### src/rtl/multicycle_control_unit.sv
// Multi-cycle RV32I control FSM: FETCH/DECODE/EXEC/MEM/WB with traps and a retired counter.
// Latency: BRANCH 3, ALU/jump/store 4, LOAD 5 cycles, plus one cycle per mem_ready wait.
// Backpressure: mem_req held until mem_ready; 2^TIMEOUT_W-1 unanswered cycles trap to TRAP.
module multicycle_control_unit #(
    parameter int TIMEOUT_W = 4,
    parameter int CNT_W     = 32,
    parameter int STRICT_F7 = 1
) (
    input  logic             clk,
    input  logic             rst_n,
    input  logic [6:0]       opcode,
    input  logic [2:0]       func3,
    input  logic             func7,
    input  logic             branch_taken,
    input  logic             mem_ready,
    output logic             mem_req,
    output logic             mem_we,
    output logic             ir_write,
    output logic             pc_write,
    output logic             reg_write,
    output logic [3:0]       ALU_C,
    output logic [1:0]       opA,
    output logic             opB,
    output logic [1:0]       imm_sel,
    output logic [1:0]       next_sel,
    output logic             mem_reg,
    output logic [2:0]       state,
    output logic             illegal,
    output logic             timeout_err,
    output logic [CNT_W-1:0] retired
);

    typedef enum logic [2:0] {
        S_FETCH  = 3'd0,
        S_DECODE = 3'd1,
        S_EXEC   = 3'd2,
        S_MEM    = 3'd3,
        S_WB     = 3'd4,
        S_TRAP   = 3'd5
    } state_t;

    localparam logic [6:0] OP_R      = 7'b0110011;
    localparam logic [6:0] OP_I      = 7'b0010011;
    localparam logic [6:0] OP_S      = 7'b0100011;
    localparam logic [6:0] OP_LOAD   = 7'b0000011;
    localparam logic [6:0] OP_JALR   = 7'b1100111;
    localparam logic [6:0] OP_BRANCH = 7'b1100011;
    localparam logic [6:0] OP_AUIPC  = 7'b0010111;
    localparam logic [6:0] OP_LUI    = 7'b0110111;
    localparam logic [6:0] OP_JAL    = 7'b1101111;

    localparam logic [3:0] ALU_ADD = 4'b0000, ALU_SUB  = 4'b0001, ALU_AND  = 4'b0010;
    localparam logic [3:0] ALU_OR  = 4'b0011, ALU_XOR  = 4'b0100, ALU_SLL  = 4'b0101;
    localparam logic [3:0] ALU_SRL = 4'b0110, ALU_SLT  = 4'b0111, ALU_SLTU = 4'b1000;
    localparam logic [3:0] ALU_SRA = 4'b1001, ALU_PASSB = 4'b1010;

    // Saturated value, and the last count before the timeout fires.
    localparam logic [TIMEOUT_W-1:0] WAIT_MAX  = '1;
    localparam logic [TIMEOUT_W-1:0] WAIT_LAST = {{(TIMEOUT_W-1){1'b1}}, 1'b0};

    state_t               cur_state, nxt_state;
    logic [6:0]           op_q;
    logic [2:0]           f3_q;
    logic                 f7_q;
    logic [TIMEOUT_W-1:0] wait_cnt, wait_nxt;
    logic                 set_illegal, set_timeout, retire;
    logic                 op_known, f7_bad;
    logic                 is_r, is_i, is_s, is_load, is_jalr, is_branch, is_auipc, is_lui, is_jal;
    logic [3:0]           alu_dec;
    logic [1:0]           opa_dec, imm_dec;
    logic                 opb_dec;

    // Legality of the live instruction fields, consulted only in DECODE.
    always_comb begin
        unique case (opcode)
            OP_R, OP_I, OP_S, OP_LOAD, OP_JALR, OP_BRANCH,
            OP_AUIPC, OP_LUI, OP_JAL: op_known = 1'b1;
            default:                  op_known = 1'b0;
        endcase
        f7_bad = (STRICT_F7 != 0) && (opcode == OP_R) && func7 &&
                 (func3 != 3'b000) && (func3 != 3'b101);
    end

    // Instruction class from the latched opcode.
    always_comb begin
        is_r      = (op_q == OP_R);
        is_i      = (op_q == OP_I);
        is_s      = (op_q == OP_S);
        is_load   = (op_q == OP_LOAD);
        is_jalr   = (op_q == OP_JALR);
        is_branch = (op_q == OP_BRANCH);
        is_auipc  = (op_q == OP_AUIPC);
        is_lui    = (op_q == OP_LUI);
        is_jal    = (op_q == OP_JAL);
    end

    // ALU operation and datapath selects from the latched fields.
    always_comb begin
        alu_dec = ALU_ADD;
        if (is_r || is_i) begin
            unique case (f3_q)
                3'b000:  alu_dec = (is_r && f7_q) ? ALU_SUB : ALU_ADD;
                3'b001:  alu_dec = ALU_SLL;
                3'b010:  alu_dec = ALU_SLT;
                3'b011:  alu_dec = ALU_SLTU;
                3'b100:  alu_dec = ALU_XOR;
                3'b101:  alu_dec = f7_q ? ALU_SRA : ALU_SRL;
                3'b110:  alu_dec = ALU_OR;
                default: alu_dec = ALU_AND;
            endcase
        end else if (is_lui) begin
            alu_dec = ALU_PASSB;
        end else if (is_branch) begin
            alu_dec = ALU_SUB;
        end
        opa_dec = is_jalr ? 2'b01 : (is_auipc || is_lui || is_jal) ? 2'b10 : 2'b00;
        opb_dec = is_i || is_s || is_load || is_auipc;
        imm_dec = (is_load || is_jalr) ? 2'b10 : (is_branch || is_auipc) ? 2'b01 : 2'b00;
    end

    // State, decoded fields, wait counter, sticky flags and retired count.
    always_ff @(posedge clk or negedge rst_n) begin
        if (!rst_n) begin
            cur_state   <= S_FETCH;
            op_q        <= '0;
            f3_q        <= '0;
            f7_q        <= 1'b0;
            wait_cnt    <= '0;
            illegal     <= 1'b0;
            timeout_err <= 1'b0;
            retired     <= '0;
        end else begin
            cur_state <= nxt_state;
            wait_cnt  <= wait_nxt;
            if (cur_state == S_DECODE) begin
                op_q <= opcode;
                f3_q <= func3;
                f7_q <= func7;
            end
            if (set_illegal) illegal <= 1'b1;
            if (set_timeout) timeout_err <= 1'b1;
            if (retire) retired <= retired + 1'b1;
        end
    end

    // Next state and per-state strobes; memory strobes are forced low while reset is asserted.
    always_comb begin
        nxt_state   = cur_state;
        wait_nxt    = wait_cnt;
        set_illegal = 1'b0;
        set_timeout = 1'b0;
        retire      = 1'b0;
        mem_req     = 1'b0;
        mem_we      = 1'b0;
        ir_write    = 1'b0;
        pc_write    = 1'b0;
        reg_write   = 1'b0;
        ALU_C       = 4'b0000;
        opA         = 2'b00;
        opB         = 1'b0;
        imm_sel     = 2'b00;
        next_sel    = 2'b00;
        mem_reg     = 1'b0;
        if (cur_state == S_EXEC || cur_state == S_MEM || cur_state == S_WB) begin
            ALU_C   = alu_dec;
            opA     = opa_dec;
            opB     = opb_dec;
            imm_sel = imm_dec;
        end
        unique case (cur_state)
            S_FETCH, S_MEM: begin
                mem_req = 1'b1;
                mem_we  = (cur_state == S_MEM) && is_s;
                if (mem_ready) begin
                    wait_nxt = '0;
                    if (cur_state == S_FETCH) begin
                        ir_write  = 1'b1;
                        nxt_state = S_DECODE;
                    end else if (is_s) begin
                        pc_write  = 1'b1;
                        retire    = 1'b1;
                        nxt_state = S_FETCH;
                    end else begin
                        nxt_state = S_WB;
                    end
                end else if (wait_cnt == WAIT_LAST) begin
                    wait_nxt    = WAIT_MAX;
                    set_timeout = 1'b1;
                    nxt_state   = S_TRAP;
                end else begin
                    wait_nxt = wait_cnt + 1'b1;
                end
            end
            S_DECODE: begin
                if (!op_known || f7_bad) begin
                    set_illegal = 1'b1;
                    nxt_state   = S_TRAP;
                end else begin
                    nxt_state = S_EXEC;
                end
            end
            S_EXEC: begin
                if (is_branch) begin
                    pc_write  = 1'b1;
                    next_sel  = branch_taken ? 2'b11 : 2'b00;
                    retire    = 1'b1;
                    nxt_state = S_FETCH;
                end else if (is_load || is_s) begin
                    nxt_state = S_MEM;
                end else begin
                    nxt_state = S_WB;
                end
            end
            S_WB: begin
                reg_write = 1'b1;
                pc_write  = 1'b1;
                mem_reg   = is_load;
                next_sel  = is_jal ? 2'b10 : is_jalr ? 2'b01 : 2'b00;
                retire    = 1'b1;
                nxt_state = S_FETCH;
            end
            default: nxt_state = S_TRAP;
        endcase
        if (!rst_n) begin
            mem_req  = 1'b0;
            mem_we   = 1'b0;
            ir_write = 1'b0;
        end
    end

    assign state = cur_state;

endmodule

### config.mk
export PLATFORM = sky130hd
export DESIGN_NAME = multicycle_control_unit
export DESIGN_NICKNAME = d
export VERILOG_FILES = /design/src/rtl/multicycle_control_unit.sv
export SDC_FILE = /design/constraint.sdc
export NUM_CORES = 1
export LEC_CHECK = 0
export BUFFER_PORTS_ARGS = -buffer_cell sky130_fd_sc_hd__buf_4
export CORE_AREA = 2 2 75 95
export DETAILED_ROUTE_END_ITERATION = 8
export DIE_AREA = 0 0 77 97
export HOLD_SLACK_MARGIN = 0.12
export PLACE_DENSITY = 0.68
export SLEW_MARGIN = 25
export SYNTH_ARGS = -nofsm -noshare
export SYNTH_HDL_FRONTEND = slang
export SYNTH_SLANG_ARGS = --single-unit
### constraint.sdc
create_clock -name clk -period 4.4 [get_ports clk]
set_input_delay 0.22 -clock clk [delete_from_list [all_inputs] [get_ports clk]]
set_output_delay 0.22 -clock clk [all_outputs]
set_load 0.05 [all_outputs]
==> results.sh <==
export IMPL_worstPathArrival_ns=2.22
export IMPL_hp_class="input pin to flop"
export IMPL_setup_violations=0
export IMPL_grt_pass1_vias=2240
export IMPL_syn_area_sq_um=2950
export IMPL_combinationalPowerShare_pct=36.6
export IMPL_io_pins=69
export IMPL_slowest_delay_ns=0.62
export IMPL_area_growth_pct=23.1
export IMPL_hold_depth=3
export IMPL_overflow=0
export IMPL_synth_area_top_cells="dfrtp_1 44%, xor2_1 5.9%, mux2_2 4.6%"
export IMPL_synth_adder_area_share_pct=1.27
export IMPL_synthDistinctLibCells=50
export IMPL_worst_slew_pin_slew_ns=0.948
export IMPL_setup_ws_ns=1.96
export IMPL_hold_buffers=1
export IMPL_drtPass1Iterations=4
export IMPL_die_area_sq_um=7470
export IMPL_crit_slowest_cell="dfrtp_1"
export IMPL_synth_compound_area_share_pct=10.4
export IMPL_antenna_cells=0
export IMPL_grt_max_degree=56
export IMPL_wire_per_inst_microns=14.1
export IMPL_synth_edff_count=0
export IMPL_async_flop_share_pct=100
export IMPL_start_kind="flop"
export IMPL_htree_levels=2
export IMPL_wl_met1_microns=3040
export IMPL_grt_total_usage_pct=17.0
export IMPL_power_density_nw_per_um2=470
export IMPL_antenna_left=0
export IMPL_coreArea_sq_um=6520
export IMPL_cts_resized=0
export IMPL_p_int_mw=1.01
export IMPL_vias=2401
export IMPL_io_buffers=68
export IMPL_ff2ff_path_depth=5
export IMPL_die_y_microns=97
export IMPL_path_clk_slew_ns=0.09
export IMPL_rsz0062_at_grt="false"
export IMPL_crit_fanout=15
export IMPL_yosysWarnings=0
export IMPL_p_leak_nw=1.67
export IMPL_crit_chain="nor3b_2 -> o21ai_0 -> a211oi_1 -> buf_4"
export IMPL_drv_slew=0
export IMPL_synth_seq_cells=52
export IMPL_ys_flop_type="dfrtp_1"
export IMPL_syn_inst=303
export IMPL_cts_root_buf="clkbuf_8"
export IMPL_grt_pass1_wl_microns=10600
export IMPL_finalNetCount=384
export IMPL_pwr_share_seq_pct=44.6
export IMPL_clk_latency_ns=0.30
export IMPL_placed_area_sq_um=3510
export IMPL_routed_wl_microns=6400
export IMPL_p_total_mw=1.70
export IMPL_synth_nets=321
export IMPL_synth_top_family_by_area="simple AND/OR/NAND/NOR gates"
export IMPL_die_w_microns=77
export IMPL_min_period_ns=2.44
export IMPL_p_sw_mw=0.698
export IMPL_finalSetupTns_ns=0
export IMPL_yosys_area_share_xor_xnor_pct=9.51
export IMPL_utilization_pct=55.6
export IMPL_final_seq_area_sq_um=1300
export IMPL_cts_buffers=5
export IMPL_worst_ep_required_time_ns=4.18
export IMPL_clockBufferDepth=2
export IMPL_drc=0
export IMPL_fin_area_sq_um=3630
export IMPL_wl_met3_microns=299
export IMPL_post_cts_setup_buffers=0
export IMPL_synth_avg_cell_area_sq_um=9.72
export IMPL_antenna_found_initial=0
export IMPL_multi_input_area_sq_um=1540
export IMPL_fillCellCount=620
export IMPL_final_layout_size_suffix_gt1_share_pct=30.5
export IMPL_fmax_mhz=410
export IMPL_drt_first_iter_violations=149
export IMPL_end_kind="output pin"
export IMPL_rows=33
export IMPL_seq_area_frac_synth_pct=44.2
export IMPL_finalHoldViolCount=0
export IMPL_status="complete, no violations"
export IMPL_tritoncts="built"
export IMPL_numClockSinks=52
export IMPL_clock_power_share_pct=18.8
export IMPL_synth_area_mux_share_pct=4.93
export IMPL_hpwl_microns=4680
export IMPL_yosysTopAreaCell="dfrtp_1"
export IMPL_met2WireLength_microns=3010
export IMPL_place_ws_ns=2.06
export IMPL_dr_max_layer_used="met4"
export IMPL_cap_violations=0
export IMPL_via_per_inst=5.29
export IMPL_slew_headroom_pct=36.6
export IMPL_gp_congestion=0.904
export IMPL_switching_share_pct=41.0
export IMPL_path_class="flop to output pin"
export IMPL_period_share_pct=55.4
export IMPL_ir_worst_vdd_uv=223
export IMPL_yosysTopAreaCellShare_pct=44.2
export IMPL_synthSimpleGateAreaFrac_pct=26.2
export IMPL_fin_skew_ns=0.00476
export IMPL_start_util_pct=45.2
[state kept, by name (all words and copies together) (netlist names)]
name	count
f7_q	1
op_q	7
timeout_err	1
retired	32
wait_cnt	4
state	3
illegal	1
f3_q	3
[final cells by class]
cell class | count | area share (%)
Clock buffer | 6 | 2.00
Clock inverter | 2 | 0.966
Inverter | 11 | 1.14
Multi-Input combinational cell | 226 | 42.4
Sequential cell | 52 | 35.9
Tap cell | 87 | 3.00
Timing Repair Buffer | 70 | 14.6
[metrics by stage]
step,hold WS (ns),instances
after floorplan,-0.0756,303
after global placement,0.314,445
after detailed placement,0.312,445
after CTS,0.126,454
after global routing,0.131,454
final,0.137,454
[worst max-delay path, delay by kind of cell (launching register included)]
kind | cells | cell delay (ns)
AOI/OAI and AO/OA | 2 | 0.55
buffers and inverters | 1 | 0.26
DFF | 1 | 0.62
and+or+nand+nor | 1 | 0.49
[per-layer routing]
metal  track usage (%)  up-vias
met1              22.7     1147
met4              4.40        0
met2              27.8       59
met5                 0        -
met3              3.82        5
li1                  -     1190
[placed cells by master (no fill, tap or decap), drive strengths merged, types with 4 or more instances in the layout]
cell and count:
a21oi 15, buf 69, clkbuf 6, dfrtp 52, inv 11, mux2 12, nand2 23, nand2b 6
nand3 15, nand3b 8, nand4 6, nor2 26, nor2b 4, nor3 21, nor4 5, o21ai 5
or2 7, xnor2 12, xor2 20
[synth_stat cells (2+ instances only)]
cell type,number
nand3_1,15
and3_1,3
nor2_1,26
or2_2,6
ha_1,3
nor2b_1,4
a211oi_1,3
o21ai_0,5
dfrtp_1,52
nand2b_1,6
xnor2_1,12
nor3_1,9
nand2_1,23
nand4_1,6
clkbuf_1,9
a21o_1,2
a31oi_1,3
nand3b_1,8
nor4_1,5
o211ai_1,2
xor2_1,20
mux2_2,12
a31o_2,2
buf_2,4
nor3_2,12
or3_1,2
nor3b_1,2
inv_1,11
a21oi_1,15
[final timing paths]
check | start | to | slack [ns]
max | state[2] | opB | 1.96
min | func3[2] | f3_q[2] | 0.14
max in group asynchronous | rst_n | retired[18] | 3.45
min in group asynchronous | rst_n | retired[8] | 0.49
max reg2reg | state[2] | retired[23] | 2.06
min reg2reg | timeout_err | timeout_err | 0.47
[power groups by stage]
| stage | Combinational [mW] | Sequential, mW | Clock, mW |
|---|---|---|---|
| 6_report | 0.624 | 0.760 | 0.320 |
| 2_1_floorplan | 0.424 | 0.795 | 0 |
| 3_5_place_dp | 0.628 | 0.768 | 0 |
| 3_3_place_gp | 0.620 | 0.761 | 0 |
| 5_1_grt | 0.681 | 0.786 | 0.345 |
| 4_1_cts | 0.630 | 0.759 | 0.333 |
[kinds of logic after synthesis]
| family | Yosys count |
|---|---|
| AND/OR/NAND/NOR | 135 |
| flip-flops | 52 |
| AO/OA/AOI/OAI | 43 |
| XOR/XNOR | 32 |
| buffers and inverters | 25 |
| multiplexers | 13 |
| adder cells (fa/ha/maj) | 3 |
Note: power is estimated with default switching activity, not from simulation.
